### src/rtl/iomem_arbiter.sv
// iomem_arbiter: round-robin arbiter of two iomem masters onto one peripheral bus with access timeout
module iomem_arbiter #(
    parameter int          TIMEOUT   = 64,
    parameter logic [31:0] ERR_RDATA = 32'hFFFF_FFFF
) (
    input  logic        clk,
    input  logic        reset,
    input  logic        m0_valid,
    input  logic [3:0]  m0_wstrb,
    input  logic [31:0] m0_addr,
    input  logic [31:0] m0_wdata,
    output logic        m0_ready,
    output logic [31:0] m0_rdata,
    input  logic        m1_valid,
    input  logic [3:0]  m1_wstrb,
    input  logic [31:0] m1_addr,
    input  logic [31:0] m1_wdata,
    output logic        m1_ready,
    output logic [31:0] m1_rdata,
    output logic        s_valid,
    output logic [3:0]  s_wstrb,
    output logic [31:0] s_addr,
    output logic [31:0] s_wdata,
    input  logic        s_ready,
    input  logic [31:0] s_rdata,
    output logic        busy,
    output logic [7:0]  timeout_count
);
    typedef enum logic [1:0] {IDLE, BUS, RESP} state_t;

    localparam logic [7:0] LAST_CNT = 8'(TIMEOUT - 1);

    state_t      state_q, state_d;
    logic        grant_q, grant_d;
    logic [7:0]  cnt_q, cnt_d;
    logic [7:0]  tcount_q, tcount_d;
    logic        s_valid_q, s_valid_d;
    logic [3:0]  s_wstrb_q, s_wstrb_d;
    logic [31:0] s_addr_q, s_addr_d;
    logic [31:0] s_wdata_q, s_wdata_d;
    logic        m0_ready_q, m0_ready_d;
    logic        m1_ready_q, m1_ready_d;
    logic [31:0] m0_rdata_q, m0_rdata_d;
    logic [31:0] m1_rdata_q, m1_rdata_d;
    logic        pick;
    logic        done;
    logic [31:0] done_data;

    // on a tie the master not granted last wins; grant_q doubles as last_grant
    assign pick      = (m0_valid && m1_valid) ? ~grant_q : m1_valid;
    assign done      = s_ready || cnt_q == LAST_CNT;
    assign done_data = s_ready ? s_rdata : ERR_RDATA;

    assign busy          = state_q != IDLE;
    assign timeout_count = tcount_q;
    assign s_valid       = s_valid_q;
    assign s_wstrb       = s_wstrb_q;
    assign s_addr        = s_addr_q;
    assign s_wdata       = s_wdata_q;
    assign m0_ready      = m0_ready_q;
    assign m1_ready      = m1_ready_q;
    assign m0_rdata      = m0_rdata_q;
    assign m1_rdata      = m1_rdata_q;

    // next state: grant in IDLE, complete or abort in BUS, one-cycle ready pulse in RESP
    always_comb begin
        state_d    = state_q;
        grant_d    = grant_q;
        cnt_d      = cnt_q;
        tcount_d   = tcount_q;
        s_valid_d  = s_valid_q;
        s_wstrb_d  = s_wstrb_q;
        s_addr_d   = s_addr_q;
        s_wdata_d  = s_wdata_q;
        m0_rdata_d = m0_rdata_q;
        m1_rdata_d = m1_rdata_q;
        m0_ready_d = 1'b0;
        m1_ready_d = 1'b0;
        case (state_q)
            IDLE: begin
                if (m0_valid || m1_valid) begin
                    state_d   = BUS;
                    grant_d   = pick;
                    cnt_d     = 8'd0;
                    s_valid_d = 1'b1;
                    s_wstrb_d = pick ? m1_wstrb : m0_wstrb;
                    s_addr_d  = pick ? m1_addr : m0_addr;
                    s_wdata_d = pick ? m1_wdata : m0_wdata;
                end
            end
            BUS: begin
                if (done) begin
                    state_d    = RESP;
                    s_valid_d  = 1'b0;
                    m0_ready_d = !grant_q;
                    m1_ready_d = grant_q;
                    m0_rdata_d = grant_q ? m0_rdata_q : done_data;
                    m1_rdata_d = grant_q ? done_data : m1_rdata_q;
                    tcount_d   = (!s_ready && tcount_q != 8'hFF) ? tcount_q + 8'd1 : tcount_q;
                end else begin
                    cnt_d = cnt_q + 8'd1;
                end
            end
            default: state_d = IDLE;
        endcase
    end

    // state registers; reset abandons any access in flight
    always_ff @(posedge clk) begin
        if (reset) begin
            state_q    <= IDLE;
            grant_q    <= 1'b1;
            cnt_q      <= 8'd0;
            tcount_q   <= 8'd0;
            s_valid_q  <= 1'b0;
            s_wstrb_q  <= 4'd0;
            s_addr_q   <= 32'd0;
            s_wdata_q  <= 32'd0;
            m0_ready_q <= 1'b0;
            m1_ready_q <= 1'b0;
            m0_rdata_q <= 32'd0;
            m1_rdata_q <= 32'd0;
        end else begin
            state_q    <= state_d;
            grant_q    <= grant_d;
            cnt_q      <= cnt_d;
            tcount_q   <= tcount_d;
            s_valid_q  <= s_valid_d;
            s_wstrb_q  <= s_wstrb_d;
            s_addr_q   <= s_addr_d;
            s_wdata_q  <= s_wdata_d;
            m0_ready_q <= m0_ready_d;
            m1_ready_q <= m1_ready_d;
            m0_rdata_q <= m0_rdata_d;
            m1_rdata_q <= m1_rdata_d;
        end
    end
endmodule

### config.mk
export PLATFORM = sky130hd
export DESIGN_NAME = iomem_arbiter
export DESIGN_NICKNAME = d
export VERILOG_FILES = /design/src/rtl/iomem_arbiter.sv
export SDC_FILE = /design/constraint.sdc
export NUM_CORES = 1
export LEC_CHECK = 0
export BUFFER_PORTS_ARGS = -buffer_cell sky130_fd_sc_hd__buf_2
export CORE_MARGIN = 2
export CORE_UTILIZATION = 46
export DETAILED_ROUTE_END_ITERATION = 8
export PLACE_DENSITY = 0.8
export SLEW_MARGIN = 20
export SYNTH_ARGS = -nofsm -noshare
export SYNTH_HDL_FRONTEND = slang
export SYNTH_SLANG_ARGS = --single-unit
### constraint.sdc
create_clock -name clk -period 2.7 [get_ports clk]
set_clock_uncertainty 0.2 [all_clocks]
set_input_delay 0.54 -clock clk [delete_from_list [all_inputs] [get_ports clk]]
set_output_delay 0.54 -clock clk [all_outputs]
set_load 0.02 [all_outputs]
==> key figures, run 1 <==
STA
  – Endpoints failing setup: 0
  – Measured slew at the worst slew-check pin: 0.638 ns
  – Period minus WS final: around 2.2 ns
  – Worst rel slew slack: 0.572
  – Setup ws final: 0.526 ns
  – RSZ-0062 raised after global routing: no
  – Final hold viol count: 0
  – Highest clock rate: 460 MHz
  – Final Cycle Share: 0.805
  – Final setup TNS: 0 ns
  – Slew Viols, Final: 0

Critical path
  – Crit-path cells: ha_1, and3_1, nand3_1, or4_1, a21oi_1
  – Worst Path Required: 2.84 ns
  – Setup Crit Path Kind: flop to flop
  – Register-to-register setup slack: around 0.53 ns
  – R2R cell count: 5
  – Critical path launch point type: flop
  – Arrival time at the worst endpoint: approximately 2.3 ns
  – Critical Path Max Stage Delay: between 0.5 and 0.6 ns
  – Reg2reg start: cnt_q[0]
  – Crit end category: flop
  – Slowest CP cell: or4_1
  – Reg-to-reg endpoint: timeout_count[3]
  – Crit path max fanout: 13

Drt
  – First-pass DRT Iterations: 4
  – Vias: roughly 6.1k
  – Drt total wl: 18200 µm
  – Routed WL per cell: roughly 15 µm
  – Initial DRC count: 383
  – Vias per cell: about 5.2
  – Drc violations: 0
  – Routed Antenna Nets: 0

Placed design
  – Port Buffers: about 320
  – Final Wtd Congestion: between 0.8 and 0.9
  – Dpl hpwl: 13300 µm
  – DP Worst Slack: about 0.32 ns

Floorplan
  – Die height: ~120 µm
  – Initial core utilization: 0.467
  – Die width: 122 µm
  – Full die area: roughly 15000 µm²
  – # IOs: ~320
  – Core ar.: between 10000 and 15000 µm²
  – Row cnt: 43

Global route
  – GRT overflow: 0
  – First-pass GRT wire length: approximately 28000 µm
  – All-Layer GR Usage: 0.243
  – Largest net degree at the start of global routing: 57
  – Vias in the first global route: about 5.6k
  – Initial antenna violation count: 0

Layout
  – Final nets: 1159
  – Most common cell after layout, fill and taps aside: buf_2
  – Area Overhead vs Synth: 38.6%
  – Layout cells sized above 1: 0.379
  – Leading cell types in the layout, fill and taps excluded: buf_2, dfxtp_1, a21oi_1, nor2_1, a211oi_1
  – # diodes: 0
  – Fill count: roughly 1.2k

Synthesis
  – Largest area contributor in the netlist: dfxtp_1
  – Fraction of the mapped netlist area in simple logic gates: 0.124
  – Post-synthesis register bit count: around 150
  – Synth top area share: 0.481
  – Post-synth EDFFs: 0
  – Ys Warns: 0
  – Leading register cell type out of synthesis: dfxtp_1
  – Mux cell area share after synthesis: 0.108
  – Largest family of logic cells by synthesized area: compound AO/OA/AOI/OAI gates
  – Mapped Area: 6410 µm²
  – Synth top area cells: dfxtp_1, mux2i_1, a211oi_1
  – Complex-gate fraction of the synthesized area: 0.242
  – Xor and xnor area share after synthesis: 0
  – Mapped Nets: approximately 860
  – Synth Area in Adders: 0.00390
  – Gate Count Post-Synth: ~700
  – Mapped Avg Cell Area: approximately 9.4 µm²
  – Register area share after synthesis: 0.481
  – Ys async rst share: 0
  – Post-synth cell types: a little over 40

Clock tree
  – Hold buffers post-CTS: 0
  – CTS resizes: 0
  – Clock-pin slew on the worst setup and hold paths: ~0.060 ns
  – Post-CTS setup buffers: 0
  – CTS tree: done
  – Clock latency at the later pin of the worst-skew pair: between 0.4 and 0.5 ns
  – # clock sinks: approximately 150
  – Total CTS buffers: 17
  – Clk buf depth: 2
  – Root Driver: clkbuf_16
  – Depth of the CTS H-tree: 4

Power
  – Leak Pwr: around 4.1 nW
  – PwrDens: between 700 and 800 nW/µm²
  – Peak supply drop: just over 500 µV

Min path
  – Worst min path class: flop to flop
  – Hold Path Stages: 2
  – Worst hold endpoint: m0_rdata[31]
  – Worst hold start: m0_rdata[31]

Run
  – Max-cap violations: 0

Status
  – Outcome: completed
==> state kept, by name (all words and copies together) (netlist names) <==
register / flops
cnt_q: 8
m0_rdata: 32
m0_ready: 1
grant_q: 1
timeout_count: 8
m1_ready: 1
m1_rdata: 32
s_wstrb: 4
s_addr: 32
s_wdata: 32
state_q: 2
s_valid: 1
==> Yosys cell counts (all sizes together), types with 3 or more instances <==
master / number
or3: 4
nor2: 74
a211oi: 70
a31oi: 4
mux2i: 69
nor4: 4
a21oi: 76
or4: 5
clkbuf: 50
inv: 6
buf: 10
nand3: 14
nor3: 7
nand2: 4
nand2b: 5
o31ai: 4
o211ai: 3
nor2b: 32
dfxtp: 154
o21a: 64
o21ai: 5
==> where the power goes <==
group          switching (mW)  internal, mW
registers              0.0866          2.45
clock network           0.934          1.68
logic                   0.695         0.457
total                    1.72          4.58
==> routing by layer <==
| layer | global-route usage | up-vias | part of all wire | routed length (µm) |
|---|---|---|---|---|
| li1 | - | 3080 | - | - |
| met4 | 0.0726 | 0 | 0.013 | 245 |
| met1 | 0.293 | 2832 | 0.41 | 7540 |
| met2 | 0.411 | 177 | 0.50 | 9190 |
| met3 | 0.0829 | 22 | 0.068 | 1240 |
| met5 | 0 | - | 0 | 0 |
==> per-stage QoR <==
stage                     utilization  area (µm²)  total power, mW  cells  hold slack [ns]
final                           0.648        8890             6.30   1177            0.259
after global routing            0.648        8890             6.56   1177            0.263
after CTS                       0.648        8890             6.35   1177            0.244
after detailed placement        0.600        8230             3.74   1145            0.248
after global placement          0.600        8230             3.71   1145            0.241
after floorplan                     -        6410             3.28    684            0.271
==> worst max-delay path by stage <==
stage,to,slack [ns],cells past startpoint,startpoint
3_5_place_dp,cnt_q[7],0.32,5,s_ready
6_report,timeout_count[3],0.53,5,cnt_q[0]
3_3_place_gp,cnt_q[7],0.36,5,s_ready
5_1_grt,timeout_count[4],0.34,5,cnt_q[0]
4_1_cts,timeout_count[5],0.51,5,cnt_q[0]
2_1_floorplan,cnt_q[3],0.52,6,s_ready
==> worst max-delay path: cells and delay by family (launching register included) <==
family	cells	cell delay, ns
AO/OA/AOI/OAI	1	0.14
adder cells (fa/ha/maj)	1	0.21
flip-flops	1	0.39
AND/OR/NAND/NOR	3	1.17
==> area by class of cell <==
type,count,area [µm²],share of cell area
Clock buffer,19,443,0.0498
Clock inverter,13,213,0.0239
Inverter,6,22.5,0.00253
Multi-Input combinational cell,464,3090,0.348
Sequential cell,154,3080,0.347
Tap cell,180,225,0.0253
Timing Repair Buffer,341,1810,0.204
==> kinds of logic after synthesis <==
family	after synthesis
adders and majority gates	2
and+or+nand+nor	159
muxes	69
AOI/OAI and AO/OA	234
buffers and inverters	66
DFF	154
Power figures use the tool's default switching activity.
==> inputs of run 2 (changes only) <==
--- a/config.mk
+++ b/config.mk
@@ -5,11 +5,12 @@
 export SDC_FILE = /design/constraint.sdc
 export NUM_CORES = 1
 export LEC_CHECK = 0
+export ABC_AREA = 1
 export BUFFER_PORTS_ARGS = -buffer_cell sky130_fd_sc_hd__buf_2
 export CORE_MARGIN = 2
-export CORE_UTILIZATION = 46
+export CORE_UTILIZATION = 44
 export DETAILED_ROUTE_END_ITERATION = 8
-export PLACE_DENSITY = 0.8
+export PLACE_DENSITY = 0.77
 export SLEW_MARGIN = 20
 export SYNTH_ARGS = -nofsm -noshare
 export SYNTH_HDL_FRONTEND = slang
==> constraint.sdc (replaced) <==
create_clock -name clk -period 1.9 [get_ports clk]
set_clock_uncertainty 0.2 [all_clocks]
set_input_delay 0.38 -clock clk [delete_from_list [all_inputs] [get_ports clk]]
set_output_delay 0.38 -clock clk [all_outputs]
set_load 0.02 [all_outputs]
==> key figures, run 2 <==
Power
  – Overall power: 9.07 mW
  – Peak supply drop: between 600 and 700 µV
  – Leak Pwr: roughly 4.7 nW
  – PwrDens: around 890 nW/µm²

Floorplan
  – Full die area: around 18000 µm²
  – Initial core utilization: 0.454
  – Row cnt: 47
  – Core ar.: roughly 17000 µm²
  – Die width: roughly 140 µm
  – # IOs: approximately 320
  – Die height: roughly 140 µm

Synthesis
  – Fraction of the mapped netlist area in simple logic gates: 0.224
  – Register area share after synthesis: 0.407
  – Gate Count Post-Synth: between 900 and 1k
  – Mux cell area share after synthesis: 0
  – Synth Area in Adders: 0.00330
  – Most common library cells after synthesis: nand2_1, dfxtp_1, inv_1
  – Largest area contributor in the netlist: dfxtp_1
  – Post-synth EDFFs: 0
  – Xor and xnor area share after synthesis: 0.00347
  – Ys async rst share: 0
  – Ys Warns: 0
  – Top-count cell post-synth: nand2_1
  – Mapped Avg Cell Area: 7.96 µm²
  – Synth top area share: 0.407
  – Mapped Area: 7580 µm²
  – Post-synthesis register bit count: 154
  – Largest family of logic cells by synthesized area: compound AO/OA/AOI/OAI gates
  – Post-synth cell types: 30
  – Mapped Nets: 1127
  – Complex-gate fraction of the synthesized area: 0.246
  – Synth top area cells: dfxtp_1, a21oi_4, nand2_1
  – Leading register cell type out of synthesis: dfxtp_1

Global route
  – Vias in the first global route: 6874
  – Largest net degree at the start of global routing: 66
  – GRT overflow: 0
  – First-pass GRT wire length: between 30000 and 40000 µm
  – All-Layer GR Usage: 0.234
  – Initial antenna violation count: 0

Layout
  – Layout cells sized above 1: 0.375
  – Finished Core Util: 0.612
  – Most common cell after layout, fill and taps aside: buf_2
  – Final nets: around 1.4k
  – Fill count: 1465
  – # diodes: 0
  – Leading cell types in the layout, fill and taps excluded: buf_2, nand2_1, dfxtp_1, inv_1, nand4_1
  – Area Overhead vs Synth: 35.0%

Drt
  – Vias per cell: 5.07
  – Routed WL per cell: between 10 and 15 µm
  – Drt total wl: about 22000 µm
  – Routed Antenna Nets: 0
  – Vias: 7578
  – Drc violations: 0
  – First-pass DRT Iterations: 5
  – Initial DRC count: 356

Clock tree
  – Clk buf depth: 2
  – Clock latency at the later pin of the worst-skew pair: 0.42 ns
  – Depth of the CTS H-tree: 4
  – Root Driver: clkbuf_16
  – CTS tree: done
  – # clock sinks: about 150
  – Clock-pin slew on the worst setup and hold paths: 0.06 ns
  – Total CTS buffers: 17

Critical path
  – Arrival time at the worst endpoint: about 2 ns
  – Crit path max fanout: 12
  – Critical path launch point type: flop
  – Crit end category: flop
  – Setup Crit Path Kind: flop to flop
  – Worst Path Required: between 2 and 2.5 ns

Placed design
  – Dpl hpwl: around 16000 µm
  – DP Worst Slack: roughly 0.088 ns
  – Final Wtd Congestion: 0.853
  – Port Buffers: ~320

Min path
  – Worst min path class: input port to flop

STA
  – Slew Viols, Final: 0
  – Final setup TNS: 0 ns
  – Setup ws final: roughly 0.11 ns
  – Measured slew at the worst slew-check pin: roughly 0.42 ns
  – Worst rel slew slack: 0.720
  – Final hold viol count: 0
  – Worst-case hold slack: about 0.014 ns
  – Period minus WS final: 1.79 ns
  – Endpoints failing setup: 0
  – RSZ-0062 raised after global routing: no
  – Highest clock rate: around 560 MHz
  – Final Cycle Share: 0.941

Status
  – Outcome: completed

Run
  – Max-cap violations: 0
run 2: layer usage:
layer	share of wire	up-vias	global-route usage
met1	0.42	3446	0.289
met3	0.067	30	0.0430
met5	0	-	0
li1	-	3778	-
met2	0.49	324	0.402
met4	0.024	0	0.0943
run 2: path summary, 6_finish.rpt:
kind	slack (ns)	endpoint	depth (start not counted)	startpoint
worst max-delay path	0.11	m1_rdata[4]	10	cnt_q[1]
worst min-delay path	0.01	s_addr[23]	3	m0_addr[23]
worst max register to register	0.11	m1_rdata[4]	10	cnt_q[1]
worst min register to register	0.24	cnt_q[0]	1	cnt_q[0]
run 2: worst max-delay path, stage by stage, from the launching register on:
cell and delay [ns]:
dfxtp_1 0.37, ha_1 0.20, nand2_2 0.07, nor2_1 0.12, nand2_2 0.10, nand2_4 0.08
nand2_4 0.06, clkinv_4 0.09, nand2_8 0.11, clkbuf_16 0.21, a21oi_4 0.11
run 2: report_power, final:
group          leakage (nW)  total [mW]  switching (mW)  internal (mW)
clock                 0.285        3.47            1.34           2.13
combinational          3.17        1.98            1.27          0.716
sequential             1.26        3.62           0.128           3.49
total                  4.72        9.07            2.73           6.33
run 2: cell families after synthesis:
family                     after synthesis
and+or+nand+nor                        375
AOI/OAI and AO/OA                      222
buffers and inverters                  196
DFF                                    154
xor gates and xnor gates                 3
adders and majority gates                2
run 2: cell type report:
class	count	area, µm²	share of cell area
Multi-Input combinational cell	602	3630	0.355
Sequential cell	154	3090	0.302
Timing Repair Buffer	367	2170	0.212
Inverter	122	464	0.0454
Clock buffer	20	457	0.0446
Tap cell	220	275	0.0269
Clock inverter	10	144	0.0141
run 2: what timing repair did:
action,in CTS,in global routing
hold endpoints to repair,3,0
resized for setup,0,2
endpoints found under the setup margin,0,34
setup buffers,0,13
hold buffers,3,0
run 2: through the flow:
step | cell area, µm² | std cells
3_3_place_gp | 9440 | 1447
4_1_cts | 10100 | 1480
2_1_floorplan | 7580 | 952
6_report | 10200 | 1495
3_5_place_dp | 9440 | 1447
5_1_grt | 10200 | 1495
